--- src/rtl/program_counter.sv ---
// RV32I program counter: holds the fetch address and advances once per clock
// from hold, sequential +4, register-indirect load, or PC-relative branch.
module program_counter (
    input  logic        clk,
    input  logic        clr,
    input  logic        load,
    input  logic        inc,
    input  logic        ALU_out,
    input  logic        Disable,
    input  logic [31:0] data,
    input  logic [31:0] imm_val,
    output logic [31:0] pc_val
);

    logic [31:0] r_pc;
    logic [31:0] w_pc_next;
    logic [31:0] w_branch_off;
    logic [31:0] w_load_target;
    logic [31:0] w_branch_target;
    logic [31:0] w_seq_target;

    // Word offset to byte offset; bits 31:30 of the immediate fall off the top.
    assign w_branch_off    = {imm_val[29:0], 2'b00};
    assign w_load_target   = data + 32'd4;
    assign w_branch_target = r_pc + w_branch_off;
    assign w_seq_target    = r_pc + 32'd4;

    always_comb begin
        w_pc_next = r_pc;
        if (Disable) begin
            w_pc_next = r_pc;
        end else if (load) begin
            w_pc_next = w_load_target;
        end else if (ALU_out) begin
            w_pc_next = w_branch_target;
        end else if (inc) begin
            w_pc_next = w_seq_target;
        end
    end

    always_ff @(posedge clk or negedge clr) begin
        if (!clr) begin
            r_pc <= 32'd0;
        end else begin
            r_pc <= w_pc_next;
        end
    end

    assign pc_val = r_pc;

endmodule

--- config.mk ---
export PLATFORM = sky130hd
export DESIGN_NAME = program_counter
export DESIGN_NICKNAME = d
export VERILOG_FILES = /design/src/rtl/program_counter.sv
export SDC_FILE = /design/constraint.sdc
export NUM_CORES = 1
export LEC_CHECK = 0
export ABC_AREA = 0
export BUFFER_PORTS_ARGS = -buffer_cell sky130_fd_sc_hd__buf_2
export CORE_ASPECT_RATIO = 1.1
export CORE_UTILIZATION = 30
export CTS_CLUSTER_SIZE = 28
export DETAILED_ROUTE_END_ITERATION = 10
export GPL_ROUTABILITY_DRIVEN = 0
export PLACE_DENSITY_LB_ADDON = 0.08
export SLEW_MARGIN = 20
export SYNTH_ARGS = -nofsm -noshare
export SYNTH_HDL_FRONTEND = slang
export SYNTH_SLANG_ARGS = --single-unit
--- constraint.sdc ---
create_clock -name clk -period 3.3 [get_ports clk]
set_input_delay 0.99 -clock clk [delete_from_list [all_inputs] [get_ports clk]]
set_output_delay 0.99 -clock clk [all_outputs]
set_load 0.05 [all_outputs]
# ---- After elaboration in Yosys (flattened, before gate mapping)
# Index checks and enable logic that the tools add are counted.
dict set report totals {
  regBits 32
  word_cells 10
  inputBits 70
  output_inout_bits 32
}
dict set report classes {
  n_bitwise 1
  reduce_logical 2
  n_mux 3
  n_addsub 3
}
# op count
set ops {}
lappend ops {{two-way mux 32 bit} 3}
lappend ops {{adder 32 x 3 -> 32 bit (second input constant)} 2}
lappend ops {{adder 32 bit} 1}
lappend ops {{nonzero test 3 bit} 1}
lappend ops {{AND reduction 2 bit} 1}
lappend ops {{NOT 1 bit} 1}

# ---- Depth between registers and ports, before layout
# Gate-level depths: netlist of the first run.
dict set report depth {
  ltp_word 4
  ltp_mapped 12
}

# ---- Worst setup path before layout of the first run
# Ideal clock, no wire load.
dict set report synth_timing {
  path_type {input -> register}
  start {in ALU_out}
  end {reg r_pc[28], in the netlist pc_val[28]}
  t_arrival_ns 3.403
  required_time_ns 3.180
  path_buffers 1
  stages 11
  setup_ns 0.120
  setup_slack_ns -0.223
  cell_sequence {clkbuf_1 -> nand2b_1 -> ha_1 -> fa_1 -> a21o_1 -> a311o_1 -> a21oi_4 -> o31a_4 -> nor3_2 -> or4_1 -> and3_1}
}
dict set report synth_via {
  elab_chain_len 2
}
# item line_no
set synth_rtl {}
lappend synth_rtl {{start: declaration} 8} ;# input logic ALU_out,
lappend synth_rtl {{nonzero test 3 bit (no source line) / two-way mux 32 bit (equally long branches)} -}
lappend synth_rtl {{AND reduction 2 bit (no source line) / two-way mux 32 bit (equally long branches)} -}
lappend synth_rtl {{end signal: assignment} 45} ;# r_pc <= w_pc_next;
lappend synth_rtl {{end: declaration} 15} ;# logic [31:0] r_pc;
# Parallel ways exist; a longest one is shown, timed or not.
# A chain may end at the register's enable or synchronous reset.

# ---- Worst setup path after layout of the first run
dict set report layout_timing {
  start {in imm_val[0]}
  end {reg r_pc[28], in the netlist pc_val[28]}
}
dict set report layout_via {
  elab_chain_len 3
}
# item line_no
set layout_rtl {}
lappend layout_rtl {{start: declaration} 11} ;# input logic [31:0] imm_val,
lappend layout_rtl {{adder 32 bit} 25} ;# assign w_branch_target = r_pc + w_branch_off;
lappend layout_rtl {{two-way mux 32 bit} 34} ;# end else if (ALU_out) begin
lappend layout_rtl {{two-way mux 32 bit} 32} ;# end else if (load) begin
# No other way between the ends.

==> results of run 1 <==
[layout make-up]
type | count | area share
multi-input combinational | 442 | 0.5689
timing repair buffer | 173 | 0.2048
sequential | 32 | 0.1561
tap | 157 | 0.03828
clock buffer | 6 | 0.02512
inverter | 8 | 0.005852
clock inverter | 1 | 0.0009754
[critical path, cell delays in order]
cell,delay (ns)
buf_2,0.09
nand2b_1,0.13
ha_2,0.18
fa_2,0.35
a21o_1,0.21
a311o_1,0.33
a21oi_4,0.21
o31a_4,0.19
nor3_2,0.05
or4_1,0.46
and3_1,0.17
[through the flow]
| step | TNS [ns] | instance area (sq um) | total power, mW | setup slack, ns | std cells |
|---|---|---|---|---|---|
| 5_1_grt | 0 | 5131 | 2.962 | 0.006245 | 819 |
| 3_5_place_dp | -1.358 | 4995 | 2.297 | -0.1843 | 812 |
| 4_1_cts | 0 | 5129 | 2.791 | 0.1219 | 819 |
| 2_1_floorplan | 0 | 3880 | 1.719 | 0.002742 | 506 |
| 6_report | 0 | 5131 | 2.766 | 0.1142 | 819 |
| 3_3_place_gp | -1.268 | 4995 | 2.284 | -0.1712 | 812 |
[cells in the mapped netlist (4+ instances only)]
| cell | n | share of area |
|---|---|---|
| ha_1 | 30 | 0.097 |
| and2_1 | 29 | 0.047 |
| dfrtp_1 | 32 | 0.21 |
| or2_2 | 6 | 0.0097 |
| nor4_1 | 4 | 0.0065 |
| and4_1 | 5 | 0.011 |
| mux2i_1 | 5 | 0.013 |
| o211ai_1 | 7 | 0.014 |
| xor2_1 | 17 | 0.039 |
| nand2b_1 | 6 | 0.0097 |
| nand2_1 | 65 | 0.063 |
| nor2b_1 | 4 | 0.0065 |
| nor2_1 | 32 | 0.031 |
| a31oi_1 | 4 | 0.0065 |
| xnor2_1 | 31 | 0.070 |
| o21ai_0 | 45 | 0.058 |
| o21a_1 | 5 | 0.0097 |
| a21o_1 | 8 | 0.016 |
| nand3_1 | 24 | 0.031 |
| a21oi_1 | 37 | 0.048 |
| clkbuf_1 | 17 | 0.017 |
| nand4_1 | 11 | 0.018 |
| a22oi_1 | 9 | 0.017 |
| inv_1 | 8 | 0.0078 |
| nor3_1 | 6 | 0.0078 |
[logic make-up after synthesis]
logic type      Yosys count  share of synthesized area
simple gates            209                     0.2781
compound gates          148                     0.2483
xor+xnor                 48                     0.1088
buf+inv                  32                    0.03949
flops                    32                     0.2072
fa+ha+maj                31                     0.1023
mux                       6                    0.01586
[layer usage]
layer | global-route usage | share of wire | up-vias
li1 | - | - | 2152
met1 | 0.2666 | 0.44 | 1988
met2 | 0.3555 | 0.48 | 97
met3 | 0.02900 | 0.045 | 21
met4 | 0.08799 | 0.029 | 0
met5 | 0 | 0 | -
[timing repair]
item | 4_1_cts | 5_1_grt
endpoints found under the hold margin | 0 | 0
gates resized for setup | 0 | 1
endpoints found under the setup margin | 0 | 2
[path summary, 6_finish.rpt]
path / to / cells after the start
worst max-delay path: pc_val[28] / 11
worst min-delay path: pc_val[1] / 2
worst max register to register: pc_val[28] / 9
worst min register to register: pc_val[1] / 2
max in group asynchronous: pc_val[9] / 1
min in group asynchronous: pc_val[6] / 1
[power by group through the flow]
stage | clock network, mW | logic, mW | registers, mW
3_5_place_dp | 0 | 1.72 | 0.581
3_3_place_gp | 0 | 1.71 | 0.576
6_report | 0.471 | 1.72 | 0.572
5_1_grt | 0.494 | 1.88 | 0.586
4_1_cts | 0.491 | 1.73 | 0.575
2_1_floorplan | 0 | 0.824 | 0.896
==> summary by stage, run 1 <==
Final layout
The layout has 1357 filler cells. Once layout is complete, the utilization of the core stands at 0.4076. The footprint of the multi-input gates is 2919 sq um. The total number of nets in the final design is 763. The share of layout cells above drive strength 1 is 0.3082.

In the layout the commonest cells are 99 x buf_2, 74 x buf_4, 65 x nand2_1, 45 x o21ai_0, 37 x a21oi_1. The register with the most flip-flops in the layout has 32 of them. The antenna diode count is 0. The sequential cell area is 800.8 sq um. Compared with the post-synthesis result, the final layout area differs by 32.76%. The commonest non-fill, non-tap cell in the layout is buf_2.

Worst hold path
The worst hold path begins at pc_val[1]. The tightest min-delay check is of the flip-flop to flip-flop type.

Clock network
The count of H-tree levels built during CTS is 2. In this run the clock root is driven by a clkbuf_16. After clock tree synthesis, the flow added hold-fix buffers numbering 0.

The total setup buffers inserted after CTS is 0. The clock latency of the later-clocked register in the worst-skew pair is 0.30 ns. TritonCTS created 5 clock buffers. CTS saw 32 sinks. TritonCTS built the clock tree. The clock passes through at most 2 buffers. Clock-pin slew was measured on the worst setup and hold paths at 0.06 ns.

Floorplan
The initial standard-cell utilization of the core is 0.3070. The horizontal die dimension is 110.2 microns. In this run the count of I/O pins placed on the die edge is 102.

The placeable core region is 12590 sq um. The vertical extent of the die is 121.0 microns. The initialized floorplan defines 43 standard-cell rows. The floorplan die area is 13340 sq um.

Routing
Dividing the detail-routed wire length by the instance count gives 16.53 microns. For this run, design rule violations remaining after detail routing come to 0. In this run the remaining antenna-violating nets after routing total 0. The first-iteration detailed-routing DRC count is 145. For this run, the detailed router's first-pass iteration total came to 5. Detailed routing inserted a total of 4258 vias. The detailed-route vias per instance is 5.199. Summed over all layers, the routed wires come to 13.54 mm.

Place
The number of I/O port buffers is 99. The sum of net half-perimeters after detailed placement is 10.86 mm.

Timing
The highest achievable clock rate is 313.9 MHz. Hold timing on the final database bottoms out at a slack of 0.4727 ns. At the pin with the least slew margin, the transition time is 0.8506 ns. Between clock sinks in the finished design, the worst skew comes to 0.007390 ns. Setup repair after global routing left no endpoint under its margin. The final count of hold timing violations is 0. Setup violations remaining at the end of the flow were counted as 0. The fraction of the cycle the final worst path needs is 0.9654. The relative slew slack is 0.4330. The time the worst path needs with I/O delays and setup is 3.186 ns. The count of final max-slew check failures was 0.

GRT
The via count of the first global-routing pass came to 4143. The total grt overflow is 0. The global-route wire length before repair is 21.12 mm. The number of antenna violations at the first check in global routing is 0. In the global route stage, overall resource usage came out at 0.2109.

Entering global routing, the biggest net connects 33 pins.

Power
The analysis attributes to cell leakage a power of 2.385 nW. The net switching power is 1.327 mW. The power per cell area is 539.1 nW/um^2. The internal portion of the total power is 1.440 mW. The share of power burned in registers is 0.207. The share of total power dissipated in the clock network is 0.170. Of the total power, combinational logic draws 0.623.

The maximum vdd ir drop is 0.2244 mV. Of the total power, the share spent switching nets is 0.4795.

Critical path
The startpoint identified for the worst register-to-register timing path is pc_val[2]. The critical path class is primary input to flip-flop. Data on the critical path arrives at its endpoint at 3.37 ns.

The startpoint kind of the worst setup timing path is a primary input. The setup slack of the most critical reg-to-reg path is 0.61 ns. The highest fanout seen on the critical path is 3. STA puts the critical path data required time at 3.49 ns. The critical path capture point type is a flip-flop. The startpoint of the most critical setup path is imm_val[0].

Yosys
The synthesized design contains 32 register bits. The post-synthesis sequential area ratio is 0.2072. Counting flops with a built-in enable in the synthesized netlist gives 0. The cell count after synthesis is 506. The primary flip-flop cell chosen by synthesis mapping is dfrtp_1. The synthesized area is 3865 sq um.

The average cell area after synthesis is 7.638 sq um. Counting every net in the synthesized netlist gives 607. The yosys synthesis warning count is 0. The proportion of synthesized flip-flops having asynchronous set or reset is 1.000. The post-synthesis cell type count is 65.

Flow run
The max capacitance violation total is 0.

Status
The flow ran to the end, and the final reports show no timing, DRC or antenna violations.
Note: power is estimated with default switching activity, not from simulation.
==> run 2, diff against run 1 <==
==> constraint.sdc (replaced) <==
create_clock -name clk -period 3.3 [get_ports clk]
set_input_delay 0.99 -clock clk [delete_from_list [all_inputs] [get_ports clk]]
set_output_delay 0.99 -clock clk [all_outputs]
set_load 0.1 [all_outputs]
==> run 2 against run 1 <==
Compared with the run above:
- sequential cell count unchanged
- via count shrank 0.92%
- design area grew 0.76%
- non-clock buffer count down 1
==> summary by stage, run 2 (same netlist as run 1, synthesis figures left out) <==
Worst hold path
The number of cells traversed by the worst hold path is 2 (unchanged). The start point of the worst min-delay path is pc_val[0] (was pc_val[1]). The endpoint with the worst hold slack is pc_val[0] (was pc_val[1]). The worst min-delay path category is flip-flop to flip-flop (unchanged).

Routing
The total DRC errors in the routed layout was 0 (unchanged). The first-iteration detailed-routing DRC count is 147 (was 145). The first-pass iteration count of the detailed router was 9 (was 5).

The total via count in the routed design was 4219 (was 4258). The average routed wire per standard cell came to 16.53 microns (about the same). The number of antenna-violating nets in the routed design is 0 (unchanged).

The detailed-route vias per instance came to 5.158 (was 5.199). The total wire length after detailed routing is 13.52 mm (was 13.54 mm).

Timing
RSZ-0062 raised after global routing: false (unchanged). The final sum of negative setup slack was 0 ns (unchanged). The fraction of the cycle the final worst path needs is 0.9653 (was 0.9654).

The setup slack after layout was 0.1144 ns (was 0.1142 ns). The count of final max-slew check failures is 0 (unchanged). The final count of hold timing violations is 0 (unchanged).

The time the worst path needs with I/O delays and setup is 3.186 ns (about the same). The highest achievable clock rate was 313.9 MHz (about the same). The transition at the pin with the smallest max-transition slack is 0.8515 ns (was 0.8506 ns). The number of setup violations in the final report is 0 (unchanged). The relative slew slack was 0.4323 (was 0.4330). The final setup skew is 0.005425 ns (was 0.007390 ns).

Critical path
The startpoint kind of the worst setup timing path was a primary input (unchanged). The setup slack of the most critical reg-to-reg path came to 0.64 ns (was 0.61 ns). The worst flop-to-flop path startpoint is pc_val[2] (unchanged). The data required time at the worst endpoint is 3.48 ns (was 3.49 ns). The number of cell instances on the worst register-to-register path is 9 (unchanged). The data arrival at the endpoint of the critical path is 3.36 ns (was 3.37 ns).

The critical path class is primary input to flip-flop (unchanged). The highest fanout seen on the critical path came to 3 (unchanged). The critical path capture point type is a flip-flop (unchanged). The capturing point of the worst reg2reg path was pc_val[28] (unchanged).

Floorplan
The horizontal die dimension was 110.2 microns (unchanged). The initial standard-cell utilization of the core is 0.3070 (unchanged). The vertical extent of the die is 121.0 microns (unchanged). The I/O pin count is 102 (unchanged). The placeable core region is 12590 sq um (unchanged).

The floorplan die area is 13340 sq um (unchanged). The total number of placement rows is 43 (unchanged).

Final layout
The number of flip-flops under the largest register name is 32 (unchanged). The share of layout cells above drive strength 1 is 0.3086 (was 0.3082). Most frequent cells in the layout: 99 x buf_2, 72 x buf_4, 65 x nand2_1, 45 x o21ai_0, 37 x a21oi_1 (was 99 x buf_2, 74 x buf_4, 65 x nand2_1, 45 x o21ai_0, 37 x a21oi_1). The antenna diode count is 0 (unchanged). The area growth from synthesis to layout is 33.77% (was 32.76%).

The footprint of the multi-input gates is 2934 sq um (was 2919 sq um). The commonest non-fill, non-tap cell in the layout is buf_2 (unchanged). The total number of nets in the final design is 762 (was 763). The sequential cell area was 800.8 sq um (unchanged). The fill cell instance count of the final layout was 1370 (was 1357).

Clock network
The maximum count of clock buffers along a single path is 2 (unchanged). The clock latency of the later-clocked register in the worst-skew pair is 0.28 ns (was 0.30 ns). The quantity of hold-fixing buffers added after cts is 0 (unchanged).

The total clock buffers created by CTS is 5 (unchanged). The clock root buffer is clkbuf_16 (unchanged). The count of H-tree levels built during CTS is 2 (unchanged). The clock net sink count is 32 (unchanged). The TritonCTS clock tree is built (unchanged). The clock transition at the registers of the reported paths came to 0.06 ns (about the same).

Power
The power after layout is 3.170 mW (was 2.766 mW). The power per cell area is 613.1 nW/um^2 (was 539.1 nW/um^2). The static leakage power is 2.406 nW (was 2.385 nW). The maximum vdd ir drop is 0.3213 mV (was 0.2244 mV).

GRT
The global-route wire length before repair came to 21.40 mm (was 21.12 mm). The total global routing track utilization is 0.2104 (was 0.2109). The via count of the first global-routing pass is 4233 (was 4143). The total grt overflow was 0 (unchanged).

The largest net degree at the start of global routing is 37 (was 33). The number of antenna violations at the first check in global routing is 0 (unchanged).

Place
The sum of net half-perimeters after detailed placement is 10.61 mm (was 10.86 mm). The number of I/O port buffers is 99 (unchanged). The post-placement setup slack came to -0.1924 ns (was -0.1843 ns).

Status
Outcome: complete, no violations (unchanged).

Flow run
The max capacitance violation total is 0 (unchanged).
==> run 2: cell type report <==
cell class / count / area share
Multi-Input combinational cell: 442 / 0.5675
Timing Repair Buffer: 172 / 0.2043
Sequential cell: 32 / 0.1549
Tap cell: 157 / 0.03800
Clock buffer: 7 / 0.02953
Inverter: 8 / 0.005808
==> run 2: worst max path at each step <==
stage | end | start | depth (start not counted) | slack (ns)
floorplan | pc_val[28] | ALU_out | 11 | 0.02
global placement | pc_val[28] | imm_val[0] | 11 | -0.17
detailed placement | pc_val[28] | imm_val[0] | 11 | -0.19
CTS | pc_val[28] | imm_val[0] | 11 | 0.10
global route | pc_val[25] | ALU_out | 12 | 0.002
finish | pc_val[28] | imm_val[0] | 11 | 0.11
==> run 2: where the power goes <==
group	total [mW]	switching [mW]	internal, mW
Combinational	2.09	1.41	0.681
Sequential	0.571	0.0849	0.487
Clock	0.507	0.189	0.317
Total	3.17	1.68	1.49
==> run 2: routing by layer <==
layer / routed length [microns] / vias to the layer above / global-route usage / part of all wire
met3: 431 / 9 / 0.02363 / 0.032
met1: 6179 / 1977 / 0.2677 / 0.46
li1: - / 2148 / - / -
met5: 0 / - / 0 / 0
met4: 178 / 0 / 0.05510 / 0.013
met2: 6727 / 85 / 0.3719 / 0.50
==> run 2: through the flow <==
stage | utilization | cells | hold WS, ns | instance area, sq um
global placement | 0.3971 | 811 | 0.4634 | 5000
floorplan | - | 506 | 0.6944 | 3880
finish | 0.4107 | 818 | 0.4717 | 5170
CTS | 0.4093 | 818 | 0.4805 | 5152
detailed placement | 0.3971 | 811 | 0.4630 | 5000
global route | 0.4107 | 818 | 0.5151 | 5170
==> run 2: worst max-delay path, stage by stage <==
cell,delay [ns]
buf_2,0.09
nand2b_1,0.14
ha_2,0.19
fa_2,0.36
a21o_1,0.19
a311o_1,0.39
a21oi_4,0.21
o31a_4,0.16
nor3_2,0.05
or4_1,0.45
and3_1,0.15
==> run 2: timing repair <==
action,CTS,global route
endpoints found under the setup margin,0,1
gates resized for setup,0,2
buffers inserted,0,0
